**src/rtl/mem_arbiter.sv**
```systemverilog
// mem_arbiter
// Shares one fixed-latency memory port between the instruction-fetch path
// and the load/store path. Each access goes through IDLE -> BUSY -> ACK. The
// pipeline stall vector is held while a request is still outstanding.
//
// Ports
//   clk, rst          core clock; asynchronous active-high reset
//   if_req_i/addr_i   fetch request (level, held until if_ack_o) and address
//   if_rdata_o        fetched word, held until the next fetch completes
//   if_ack_o          one-cycle fetch completion pulse
//   dm_req_i/we_i/sel_i/addr_i/wdata_i
//                     data request (level, held until dm_ack_o) and its fields
//   dm_rdata_o        load data, held until the next data access completes
//   dm_ack_o          one-cycle data completion pulse
//   bus_*_o           registered memory port: chip/write enable, byte enables,
//                     address, write data
//   bus_rdata_i       memory read data, sampled when the wait counter expires
//   stall_o           hold vector: bit0 PC, 1 IF/ID, 2 ID, 3 EX, 4 MEM, 5 WB
module mem_arbiter #(
  parameter int WAIT_CYCLES = 1
) (
  input  logic        clk,
  input  logic        rst,
  input  logic        if_req_i,
  input  logic [31:0] if_addr_i,
  output logic [31:0] if_rdata_o,
  output logic        if_ack_o,
  input  logic        dm_req_i,
  input  logic        dm_we_i,
  input  logic [3:0]  dm_sel_i,
  input  logic [31:0] dm_addr_i,
  input  logic [31:0] dm_wdata_i,
  output logic [31:0] dm_rdata_o,
  output logic        dm_ack_o,
  output logic        bus_ce_o,
  output logic        bus_we_o,
  output logic [3:0]  bus_sel_o,
  output logic [31:0] bus_addr_o,
  output logic [31:0] bus_wdata_o,
  input  logic [31:0] bus_rdata_i,
  output logic [5:0]  stall_o
);

  if ((WAIT_CYCLES < 1) || (WAIT_CYCLES > 16)) begin : g_bad_wait_cycles
    $fatal(1, "mem_arbiter: WAIT_CYCLES must be in 1..16");
  end

  // The counter is loaded with WAIT_CYCLES-1, so bus_ce_o stays high for
  // exactly WAIT_CYCLES cycles.
  localparam logic [3:0] CNT_LOAD = 4'(WAIT_CYCLES - 1);

  typedef enum logic [1:0] {
    IDLE = 2'd0,
    BUSY = 2'd1,
    ACK  = 2'd2
  } state_t;

  state_t      state_q, state_d;
  logic [3:0]  cnt_q, cnt_d;
  logic        owner_q, owner_d;       // 0 fetch, 1 data
  logic        bus_ce_q, bus_ce_d;
  logic        bus_we_q, bus_we_d;
  logic [3:0]  bus_sel_q, bus_sel_d;
  logic [31:0] bus_addr_q, bus_addr_d;
  logic [31:0] bus_wdata_q, bus_wdata_d;
  logic        if_ack_q, if_ack_d;
  logic        dm_ack_q, dm_ack_d;
  logic [31:0] if_rdata_q, if_rdata_d;
  logic [31:0] dm_rdata_q, dm_rdata_d;

  always_comb begin
    state_d     = state_q;
    cnt_d       = cnt_q;
    owner_d     = owner_q;
    bus_ce_d    = bus_ce_q;
    bus_we_d    = bus_we_q;
    bus_sel_d   = bus_sel_q;
    bus_addr_d  = bus_addr_q;
    bus_wdata_d = bus_wdata_q;
    if_rdata_d  = if_rdata_q;
    dm_rdata_d  = dm_rdata_q;
    // Acks are only ever set on the BUSY->ACK transition, so they
    // self-clear one cycle later.
    if_ack_d    = 1'b0;
    dm_ack_d    = 1'b0;

    unique case (state_q)
      IDLE: begin
        // Data wins: the MEM-stage instruction is older. Fetch cannot starve
        // because the stall vector freezes new instructions.
        if (dm_req_i) begin
          owner_d     = 1'b1;
          bus_ce_d    = 1'b1;
          bus_we_d    = dm_we_i;
          bus_sel_d   = dm_sel_i;
          bus_addr_d  = dm_addr_i;
          bus_wdata_d = dm_wdata_i;
          cnt_d       = CNT_LOAD;
          state_d     = BUSY;
        end else if (if_req_i) begin
          owner_d     = 1'b0;
          bus_ce_d    = 1'b1;
          bus_we_d    = 1'b0;
          bus_sel_d   = 4'hF;
          bus_addr_d  = if_addr_i;
          bus_wdata_d = 32'h0;
          cnt_d       = CNT_LOAD;
          state_d     = BUSY;
        end else begin
          bus_ce_d    = 1'b0;
        end
      end
      BUSY: begin
        // The request inputs are ignored here. A requester that drops its
        // request mid-access still sees the access finish, so a store is
        // never torn.
        if (cnt_q != 4'd0) begin
          cnt_d = cnt_q - 4'd1;
        end else begin
          if (owner_q) begin
            dm_rdata_d = bus_rdata_i;
            dm_ack_d   = 1'b1;
          end else begin
            if_rdata_d = bus_rdata_i;
            if_ack_d   = 1'b1;
          end
          bus_ce_d = 1'b0;
          bus_we_d = 1'b0;
          state_d  = ACK;
        end
      end
      ACK: begin
        // Requests are not sampled here. The requester drops its level
        // during this cycle, so it cannot be granted twice.
        state_d = IDLE;
      end
      default: begin
        state_d = IDLE;
      end
    endcase
  end

  always_ff @(posedge clk or posedge rst) begin
    if (rst) begin
      state_q     <= IDLE;
      cnt_q       <= 4'd0;
      owner_q     <= 1'b0;
      bus_ce_q    <= 1'b0;
      bus_we_q    <= 1'b0;
      bus_sel_q   <= 4'h0;
      bus_addr_q  <= 32'h0;
      bus_wdata_q <= 32'h0;
      if_ack_q    <= 1'b0;
      dm_ack_q    <= 1'b0;
      if_rdata_q  <= 32'h0;
      dm_rdata_q  <= 32'h0;
    end else begin
      state_q     <= state_d;
      cnt_q       <= cnt_d;
      owner_q     <= owner_d;
      bus_ce_q    <= bus_ce_d;
      bus_we_q    <= bus_we_d;
      bus_sel_q   <= bus_sel_d;
      bus_addr_q  <= bus_addr_d;
      bus_wdata_q <= bus_wdata_d;
      if_ack_q    <= if_ack_d;
      dm_ack_q    <= dm_ack_d;
      if_rdata_q  <= if_rdata_d;
      dm_rdata_q  <= dm_rdata_d;
    end
  end

  // The stall releases in the ack cycle, so the pipeline advances on the
  // edge that ends that cycle. The stall is held low while in reset.
  always_comb begin
    stall_o = 6'b000000;
    if (!rst) begin
      if (dm_req_i && !dm_ack_q) begin
        stall_o = 6'b011111;
      end else if (if_req_i && !if_ack_q) begin
        stall_o = 6'b000111;
      end
    end
  end

  assign bus_ce_o    = bus_ce_q;
  assign bus_we_o    = bus_we_q;
  assign bus_sel_o   = bus_sel_q;
  assign bus_addr_o  = bus_addr_q;
  assign bus_wdata_o = bus_wdata_q;
  assign if_ack_o    = if_ack_q;
  assign dm_ack_o    = dm_ack_q;
  assign if_rdata_o  = if_rdata_q;
  assign dm_rdata_o  = dm_rdata_q;

endmodule

```
**config.mk**
```make
export PLATFORM = sky130hd
export DESIGN_NAME = mem_arbiter
export DESIGN_NICKNAME = d
export VERILOG_FILES = /design/src/rtl/mem_arbiter.sv
export SDC_FILE = /design/constraint.sdc
export NUM_CORES = 1
export LEC_CHECK = 0
export CORE_UTILIZATION = 42
export CTS_BUF_LIST = sky130_fd_sc_hd__clkbuf_4 sky130_fd_sc_hd__clkbuf_8
export DETAILED_ROUTE_END_ITERATION = 10
export GPL_TIMING_DRIVEN = 0
export HOLD_SLACK_MARGIN = 0.02
export PLACE_DENSITY_LB_ADDON = 0.1
export SETUP_SLACK_MARGIN = 0.3
export SLEW_MARGIN = 30
export SYNTH_ARGS = -nofsm -noshare
export SYNTH_HDL_FRONTEND = slang
export SYNTH_SLANG_ARGS = --single-unit
export TNS_END_PERCENT = 5
```
**constraint.sdc**
```tcl
create_clock -name clk -period 6.8 [get_ports clk]
set_input_delay 1.36 -clock clk [delete_from_list [all_inputs] [get_ports clk]]
set_output_delay 1.36 -clock clk [all_outputs]
set_load 0.02 [all_outputs]
```
# After elaboration in Yosys (flattened, before gate mapping)
# Cells that the tools add are included.
dict set report word_totals {
  register_bits 143
  elab_cells 65
  input_bits 137
  output_inout_bits 142
}
dict set report classes {
  bitwise_logic 2
  n_mux 31
  n_reduce_logical 15
  n_eq_ne 4
  addsub 1
}
# cell count
set op_table {}
lappend op_table {{$mux W32} 4}
lappend op_table {{$mux W4} 5}
lappend op_table {{$mux W1} 12}
lappend op_table {{$reduce_and A3 Y1} 4}
lappend op_table {{$mux W5} 2}
lappend op_table {{$pmux W4 S2} 1}
lappend op_table {{$mux W2} 3}
lappend op_table {{$reduce_and A2 Y1} 3}
lappend op_table {{$ne A2 B2 Y1 const B} 2}
lappend op_table {{$pmux W1 S2} 2}
lappend op_table {{$pmux W2 S2} 1}
lappend op_table {{$reduce_bool A2 Y1} 2}
lappend op_table {{$reduce_bool A4 Y1} 1}
lappend op_table {{$sub A4 B1 Y4 const B} 1}
lappend op_table {{$mux W3} 1}
lappend op_table {{$ne A3 B3 Y1 const B} 1}
lappend op_table {{$eq A2 B1 Y1 const B} 1}
lappend op_table {{$logic_and A1 B1 Y1} 2}
lappend op_table {{$logic_not A1 Y1} 2}
lappend op_table {{$logic_not A2 Y1} 1}
lappend op_table {{$not A1 Y1} 2}

# Depth between registers and ports, before layout
# Gate-level depths: netlist of the first run.
dict set report logic_depth {
  depth_word 5
  ltp_mapped 7
  mapped_depth_nobuf 5
}

# Worst setup path before layout of the first run
# Ideal clock, no wire load.
dict set report synth_path {
  path_type {input port to output port}
  from {input port rst}
  to {output port stall_o[1]}
  path_slack_ps 381
  arrival_ps 5059
  required_ps 5440
  n_path_buf 1
  path_stages 3
  cell_sequence {inv_1 > a31o_2 > buf_4}
}
dict set report synth_via {
  elab_chain_cells 1
}
# element line
set synth_lines {}
lappend synth_lines {{from (decl)} 23} ;# input logic rst,
lappend synth_lines {{$mux W5} 177} ;# if (!rst) begin
lappend synth_lines {{to (decl)} 41} ;# output logic [5:0] stall_o
# Every way passes these cells.

# Worst setup path in the final report of the first run
dict set report layout_path {
  from {input port dm_req_i}
  to {output port stall_o[1]}
}
dict set report layout_via {
  elab_chain_cells 3
}
# element line
set layout_lines {}
lappend layout_lines {{from (decl)} 28} ;# input logic dm_req_i,
lappend layout_lines {{$logic_and A1 B1 Y1} 178} ;# if (dm_req_i && !dm_ack_q) begin
lappend layout_lines {{$mux W5} 178}
lappend layout_lines {{$mux W5} 177}
# Every way passes these cells.

==> results.txt, run 1 <==
Synth Cell Area = 5833 sq um
Placed Cells = 870
Share of cells above drive strength 1 = 15.75%
Area Overhead vs Synth = 58.58%
Antenna violations before repair = 0
DIE HEIGHT = 119.9 microns
Worst EP arrival = 3.38 ns
Initial DRC Count = 153
Pre-Repair DR Iteration Count = 4
DP Wirelength = 11.82 mm
Clock slew at reported path FFs = 0.07 ns
Leading area contributor after synthesis = dfrtp_1
Main synth FF type = dfrtp_1
RSZ-0062 raised after global routing = no
Wire per inst = 17.48 microns
Skew final = 0.009104 ns
Yosys cell types = 37
Num CTS Buffers = 17
Register area share after synthesis = 61.35%
Syn. warnings = 0
Fin Hold WS = 0.5022 ns
Final setup violation count = 0
Final Core Density = 69.03%
Tot GR Track Use = 22.71%
Post-synth ARST share = 100.0%
Fmax = 0.2109 GHz
Htree depth = 4
GPL Wtd Cong = 0.7636
Synth Register Bits = 143
Final cycle utilization of the critical path = 69.74%
Clk sinks = 143
Gr ovfl total = 0
Minimum clock period = 4.742 ns
Post-Route WL = 15.73 mm
Post-synth EDFFs = 0
Worst Hold End = owner_q
Final nets = 852
P per Cell Area = 478.0 nW/um^2
CTS tree = built
Synth top area share = 61.35%
Placeable Area = 13400 sq um
Tot Pwr = 0.004421 W
Hold Buf Count CTS = 0
Num ports = 279
Finished Layout Cells = 900
Pin count of the biggest net entering global routing = 81
Outcome = completed
Antenna diodes = 0
R2R setup slack = 4.48 ns
First-pass GRT wire length = 24.85 mm
Reg2Reg Depth = 7
RR Endpoint = dm_rdata_o[12]
Hold depth = 1
DRC viols = 0
Initial core utilization = 43.53%
CP required = 5.44 ns
Worst Tran Pin Value = 0.7118 ns
DIE AREA = 14360 sq um
Synth Area per Inst = 14.02 sq um
Area contributors post-synth = dfrtp_1 61%, mux2_4 7.5%, mux2_2 6.8%, o21ai_0 5.8%, mux2i_1 5.7%
CP max FO = 10
Hold Crit Start = owner_q
Clock buffer depth = 2
Clk Latency, worst-skew pair = 0.44 ns
P_leak = 4.022 nW
CP Capture Type = primary output
# port buffers = 277
Vias/cell = 5.021
Cells after synthesis = 416
Number of max-cap violations = 0
Startpoint Class = input pin
Vias = 4519
Slew headroom = 52.55%
Vias in the first global route = 4789
Row count = 42
Maximum vdd drop = 0.0002643 V
DIE WIDTH = 119.9 microns
Worst Setup Path Type = in -> out
Post_cts resized = 0
Clock root buffer = clkbuf_8
# Post-CTS Setup Buffers = 0
Hold WC Path Type = reg -> reg
Antenna Nets Post-Route = 0
Final Hold Vio Count = 0
R2R Path Start = cnt_q[0]
Post-synthesis net count = 555
Final Slew Violations = 0
==> layer usage <==
metal / share of wire, % / global-route usage (%) / up-vias
li1: - / - / 2094
met1: 39 / 25.93 / 2217
met2: 51 / 39.20 / 188
met3: 8.6 / 8.317 / 20
met4: 1.3 / 7.578 / 0
met5: 0 / 0 / -
==> through the flow <==
| step | instance area (sq um) | setup WS, ns | TNS (ns) |
|---|---|---|---|
| floorplan | 5833 | 0.3808 | 0 |
| CTS | 9250 | 2.036 | 0 |
| global placement | 8826 | -1.587 | -39.96 |
| detailed placement | 8861 | 2.056 | 0 |
| global route | 9250 | 1.929 | 0 |
| finish | 9250 | 2.058 | 0 |
==> cell usage after synthesis, types with 2 or more instances <==
cell type,number
o22ai_1,2
nor2_1,4
inv_1,7
buf_2,5
buf_12,3
ha_1,2
or2_2,2
o22a_1,4
mux2_4,29
mux2i_1,33
nor3b_1,2
o21ai_0,68
mux2_2,35
a31o_2,2
clkbuf_1,17
buf_4,4
buf_1,4
a22o_1,32
dfrtp_1,143
==> flip-flops by register name, indices dropped and copies added, names as in the netlist <==
name,flops
if_ack_o,1
state_q,2
owner_q,1
bus_addr_o,32
bus_wdata_o,32
dm_rdata_o,32
bus_sel_o,4
bus_ce_o,1
bus_we_o,1
dm_ack_o,1
cnt_q,4
if_rdata_o,32
==> layout by cell type (no fill, tap or decap), types with 2 or more instances in the layout <==
cell	n
buf_1	4
inv_1	6
buf_2	5
a22o_1	32
a31o_2	2
o22a_1	4
o21ai_0	68
buf_12	3
clkinvlp_4	4
clkbuf_1	17
clkdlybuf4s50_1	277
clkinv_2	3
bufinv_16	2
clkbuf_8	20
mux2_4	29
ha_1	2
nor2_1	4
buf_4	4
mux2i_1	33
or2_2	2
dfrtp_1	143
o22ai_1	2
mux2_2	35
nor3b_1	2
==> how the worst max path moves through the flow <==
stage               slack [ns]          to  cells past startpoint      from
global route              1.93  stall_o[1]                      6  dm_req_i
CTS                       2.04  stall_o[1]                      6  dm_req_i
detailed placement        2.06  stall_o[1]                      6  dm_req_i
floorplan                 0.38  stall_o[1]                      3       rst
finish                    2.06  stall_o[1]                      6  dm_req_i
global placement         -1.59  stall_o[1]                      5       rst
==> logic make-up after synthesis <==
group	Yosys count	share of synthesized area (%)
muxes	97	19.88
buffers and inverters	41	3.968
AOI/OAI and AO/OA	113	12.38
other	1	0.06429
adders and majority gates	2	0.4289
and+or+nand+nor	19	1.931
DFF	143	61.35
==> worst max-delay path: stages <==
cell and delay [ns]:
clkdlybuf4s50_1 0.47, buf_2 0.26, nor3b_1 0.39, a31o_2 0.20
buf_4 0.11, clkdlybuf4s50_1 0.60
==> cell type report <==
cell class / instances / area (sq um)
Timing Repair Buffer: 278 / 2800
Sequential cell: 143 / 3578
Inverter: 7 / 33.78
Clock inverter: 10 / 113.9
Fill cell: 996 / 4150
Tap cell: 176 / 220.2
Buffer: 34 / 205.2
Multi-Input combinational cell: 232 / 2023
Clock buffer: 20 / 275.3
==> report_power, final <==
part | switching, W | leakage (nW) | internal (W) | total [W]
Sequential | 0.000217 | 1.74 | 0.00125 | 0.00147
Combinational | 0.00109 | 2.09 | 0.00120 | 0.00229
Clock | 0.000314 | 0.189 | 0.000349 | 0.000664
(Power assumes the default switching activity.)
==> inputs of run 2 (changes only) <==
clock period = 4.6 ns   (was 6.8 ns; I/O delays follow)
==> run 2 against run 1 <==
  * Die area is the same
  * Clock power grew 45%
  * Highest routed layer unchanged
  * Critical path type unchanged
  * Final cell count grew 0.67%
  * Cell area grew 0.83%
  * Critical path depth is the same
  * Non-clock buffer count grew 4
  * Sequential share of layout area shrank 0.32 points
  * Routed wire length grew 1.0%
  * Setup slack lost 1.4 ns
  * Hold slack is essentially flat
  * First-iteration DRC count shrank 6.5%
  * Sequential power grew 48%
==> results.txt, run 2 (synthesized netlist as in run 1, its figures left out) <==
TNS Setup = 0 ns (unchanged)
GPL Wtd Cong = 0.7806 (+2.2%)
Hold Buf Count CTS = 0 (unchanged)
CTS tree = built
CP max FO = 10 (unchanged)
Share of cells above drive strength 1 = 16.44% (+0.69 points)
Hold WC Path Type = reg -> reg
DRC viols = 0 (unchanged)
Slew headroom = 49.29% (-3.3 points)
Wire per inst = 17.54 microns (+0.37%)
Worst Hold End = owner_q
Outcome = completed
Vias in the first global route = 4928 (+2.9%)
Post-Route WL = 15.89 mm (+1.0%)
Reg2Reg Depth = 7 (unchanged)
R2R setup slack = 2.22 ns (-2.26 ns)
CP required = 3.68 ns (-1.76 ns)
Buffers & Inverters on Critical Path = 4 (unchanged)
# Post-CTS Setup Buffers = 0 (unchanged)
Pre-Repair DR Iteration Count = 6 (+2)
Hold Crit Start = owner_q
# port buffers = 277 (unchanged)
Most frequent cells in the layout = 277 x clkdlybuf4s50_1, 143 x dfrtp_1, 68 x o21ai_0, 35 x mux2_2, 33 x mux2i_1
Post_cts resized = 0 (unchanged)
Tot GR Track Use = 23.11% (+0.40 points)
Antenna diodes = 0 (unchanged)
Most common cell after layout, fill and taps aside = clkdlybuf4s50_1
First-pass GRT wire length = 25.20 mm (+1.4%)
Row count = 42 (unchanged)
Vias/cell = 5.021 (about the same)
Largest delay contributor family on the critical path = buffers and inverters
Fmax = 0.2531 GHz
Tot Pwr = 0.006537 W (+48%)
Pin count of the biggest net entering global routing = 31 (-62%)
Minimum clock period = 3.952 ns
Final cycle utilization of the critical path = 85.90%
DIE AREA = 14360 sq um (unchanged)
Final setup violation count = 0 (unchanged)
DIE WIDTH = 119.9 microns (unchanged)
Htree depth = 4 (unchanged)
P per Cell Area = 700.9 nW/um^2 (+47%)
Worst EP arrival = 3.03 ns (-0.35 ns)
Number of max-cap violations = 0 (unchanged)
Num CTS Buffers = 17 (unchanged)
Maximum vdd drop = 0.0004446 V (+68%)
Placeable Area = 13400 sq um (unchanged)
Fin Hold WS = 0.5024 ns (+0.0001840 ns)
Clock root buffer = clkbuf_8
CP Depth = 6 (unchanged)
P_leak = 4.068 nW (+1.1%)
RSZ-0062 raised after global routing = no
Final Slew Violations = 0 (unchanged)
Crit-path cells = clkdlybuf4s50_1 > buf_2 > nor3b_1 > a31o_2 > buf_4 > clkdlybuf4s50_1
Worst Setup Path Type = in -> out
Clock slew at reported path FFs = 0.07 ns (about the same)
R2R Path Start = cnt_q[0]
Num ports = 279 (unchanged)
Startpoint Class = input pin
Final nets = 856 (+0.47%)
Hold depth = 1 (unchanged)
Clock buffer depth = 2 (unchanged)
CP max stage delay = 0.59 ns (about the same)
DP Wirelength = 12.14 mm (+2.7%)
Antenna violations before repair = 0 (unchanged)
Antenna Nets Post-Route = 0 (unchanged)
Clk sinks = 143 (unchanged)
Worst Tran Pin Value = 0.7607 ns (+0.04894 ns)
Gr ovfl total = 0 (unchanged)
Critical path's slowest cell = clkdlybuf4s50_1
Initial core utilization = 43.53% (unchanged)
RR Endpoint = dm_rdata_o[20]
Skew final = 0.008404 ns (-0.0006999 ns)
DIE HEIGHT = 119.9 microns (unchanged)
Vias = 4549 (+0.66%)
Initial DRC Count = 143 (-6.5%)
Most frequent CP cell = clkdlybuf4s50_1
Area Overhead vs Synth = 59.89%
Final Hold Vio Count = 0 (unchanged)
Clk Latency, worst-skew pair = 0.45 ns (about the same)
CP Capture Type = primary output
[run 2: cell type report]
cell class / count / area [sq um]
Inverter: 7 / 30.03
Multi-Input combinational cell: 232 / 2023
Tap cell: 176 / 220.2
Clock inverter: 12 / 118.9
Buffer: 34 / 205.2
Timing Repair Buffer: 282 / 2888
Clock buffer: 20 / 262.8
Sequential cell: 143 / 3578
Fill cell: 970 / 4074
[run 2: metal layers]
metal | track usage, % | up-vias | routed length, microns
met3 | 8.745 | 31 | 1307
met5 | 0 | - | 0
met4 | 9.063 | 0 | 325
li1 | - | 2096 | -
met2 | 39.02 | 170 | 8074
met1 | 26.42 | 2252 | 6185
[run 2: metrics by stage]
step | instances | instance area [sq um] | worst slack [ns] | util, %
2_1_floorplan | 416 | 5837 | -0.09111 | -
3_3_place_gp | 869 | 8830 | -1.927 | 65.89
3_5_place_dp | 874 | 8945 | 0.5908 | 66.75
4_1_cts | 906 | 9326 | 0.5904 | 69.60
5_1_grt | 906 | 9326 | 0.4976 | 69.60
6_report | 906 | 9326 | 0.6485 | 69.60
[run 2: worst max-delay path by stage]
stage,slack [ns],from,endpoint
CTS,0.59,rst,stall_o[2]
detailed placement,0.59,rst,stall_o[2]
finish,0.65,dm_req_i,stall_o[2]
floorplan,-0.09,rst,stall_o[1]
global route,0.50,rst,stall_o[2]
global placement,-1.93,rst,stall_o[1]
[run 2: power by group]
| group | internal (W) | leakage, nW | switching (W) |
|---|---|---|---|
| sequential | 0.00185 | 1.74 | 0.000318 |
| clock | 0.000501 | 0.199 | 0.000464 |
| combinational | 0.00178 | 2.13 | 0.00162 |
| total | 0.00413 | 4.07 | 0.00240 |
==> inputs of run 3 (changes only) <==
clock period = 4 ns   (was 4.6 ns; I/O delays follow)
==> run 3 against run 2 <==
  * Clock skew down 0.00083 ns
  * Flip-flop and latch count unchanged
  * Largest cell class unchanged
  * Register-to-register slack got worse by 0.60 ns
==> results.txt, run 3 (synthesized netlist as in run 1, its figures left out) <==
Outcome = completed
Buffers & Inverters on Critical Path = 4 (unchanged)
Most frequent CP cell = clkdlybuf4s50_1
Clk sinks = 143 (unchanged)
DRC viols = 0 (unchanged)
Final setup violation count = 0 (unchanged)
Clock slew at reported path FFs = 0.07 ns (about the same)
Num CTS Buffers = 17 (unchanged)
Row count = 42 (unchanged)
Tot GR Track Use = 23.23% (+0.11 points)
Critical path's slowest cell = clkdlybuf4s50_1
Initial DRC Count = 141 (-1.4%)
CP max stage delay = 0.61 ns (+0.02 ns)
CP max FO = 11 (+1)
Share of cells above drive strength 1 = 16.69% (+0.25 points)
Final Hold Vio Count = 0 (unchanged)
Vias/cell = 5.033 (+0.24%)
CTS tree = built
DIE WIDTH = 119.9 microns (unchanged)
Num ports = 279 (unchanged)
Pre-Repair DR Iteration Count = 4 (-2)
Antenna diodes = 0 (unchanged)
Wire per inst = 17.54 microns (about the same)
Fmax = 0.2773 GHz
CP Capture Type = primary output
Initial core utilization = 43.53% (unchanged)
RSZ-0062 raised after global routing = no
Vias = 4565 (+0.35%)
CP Depth = 5 (-1)
CP required = 3.20 ns (-0.48 ns)
Tot Pwr = 0.007515 W (+15%)
P_leak = 4.070 nW (about the same)
Worst EP arrival = 2.81 ns (-0.22 ns)
Skew final = 0.007574 ns (-0.0008300 ns)
Htree depth = 4 (unchanged)
# port buffers = 277 (unchanged)
Most frequent cells in the layout = 277 x clkdlybuf4s50_1, 143 x dfrtp_1, 68 x o21ai_0, 35 x mux2_2, 33 x mux2i_1
Hold depth = 1 (unchanged)
Hold WC Path Type = reg -> reg
Area Overhead vs Synth = 60.06%
Fin Hold WS = 0.5031 ns (+0.0007120 ns)
Most common cell after layout, fill and taps aside = clkdlybuf4s50_1
DP Wirelength = 12.14 mm (unchanged)
DIE AREA = 14360 sq um (unchanged)
Placeable Area = 13400 sq um (unchanged)
GPL Wtd Cong = 0.7806 (unchanged)
Number of max-cap violations = 0 (unchanged)
# Post-CTS Setup Buffers = 0 (unchanged)
Clock root buffer = clkbuf_8
Slew headroom = 49.44% (+0.16 points)
First-pass GRT wire length = 25.29 mm (+0.36%)
Gr ovfl total = 0 (unchanged)
Startpoint Class = input pin
Clock buffer depth = 2 (unchanged)
Reg2Reg Depth = 7 (unchanged)
Final Slew Violations = 0 (unchanged)
Worst Setup Path Type = in -> out
P per Cell Area = 804.9 nW/um^2 (+15%)
Hold Buf Count CTS = 0 (unchanged)
Antenna violations before repair = 0 (unchanged)
Post_cts resized = 1 (+1)
Maximum vdd drop = 0.0005115 V (+15%)
Minimum clock period = 3.606 ns
Worst Tran Pin Value = 0.7584 ns (-0.002327 ns)
Final cycle utilization of the critical path = 90.14%
Pin count of the biggest net entering global routing = 31 (unchanged)
Post-Route WL = 15.91 mm (+0.11%)
DIE HEIGHT = 119.9 microns (unchanged)
Crit-path cells = clkdlybuf4s50_1 > clkinvlp_4 > a31o_2 > buf_4 > clkdlybuf4s50_1
Final nets = 857 (+0.12%)
Largest delay contributor family on the critical path = buffers and inverters
Vias in the first global route = 4945 (+0.34%)
Clk Latency, worst-skew pair = 0.44 ns (about the same)
Antenna Nets Post-Route = 0 (unchanged)
Fill cells = 969 (-0.10%)
-- run 3: where the power goes --
group          internal (W)  switching, W
sequential          0.00213      0.000366
clock              0.000576      0.000531
combinational       0.00205       0.00186
total               0.00475       0.00276
-- run 3: metal layers --
metal	share of wire (%)	vias to the layer above	track usage, %	routed length [microns]
li1	-	2099	-	-
met1	39	2264	26.71	6194
met2	51	174	38.84	8048
met3	8.3	28	8.745	1313
met4	2.2	0	9.609	353
met5	0	-	0	0
-- run 3: area by class of cell --
class                      count  area [sq um]  share of cell area (%)
sequential                   143          3578                   38.33
timing repair buffer         282          2888                   30.93
multi-input combinational    232          2028                   21.72
clock buffer                  20         262.8                   2.814
tap                          176         220.2                   2.359
buffer                        34         205.2                   2.198
clock inverter                12         118.9                   1.273
inverter                       7         30.03                  0.3216
timing repair inverter         1         5.005                 0.05360
-- run 3: worst register-to-register path, delay by kind of cell (launching register included) --
family / cells / cell delay [ns]
AND/OR/NAND/NOR: 2 / 0.73
buffers and inverters: 3 / 0.58
flip-flops: 1 / 0.38
multiplexers: 1 / 0.37
adder cells (fa/ha/maj): 1 / 0.20
-- run 3: path summary, 6_finish.rpt --
path                          start             end  slack [ns]
max                             rst      stall_o[2]        0.39
min                         owner_q         owner_q        0.50
max reg2reg                cnt_q[0]  dm_rdata_o[20]        1.62
min reg2reg                 owner_q         owner_q        0.50
max in group asynchronous       rst   if_rdata_o[4]        2.50
min in group asynchronous       rst        cnt_q[0]        0.82
-- run 3: through the flow --
step	util (%)	setup TNS (ns)	std cells	setup slack [ns]	area, sq um
after floorplan	-	-1.165	416	-0.4511	5837
final	69.67	0	907	0.3943	9336
after global placement	65.89	-6.746	869	-2.287	8830
after CTS	69.67	0	907	0.3558	9336
after global routing	69.67	0	907	0.3012	9336
after detailed placement	66.75	0	874	0.2308	8945
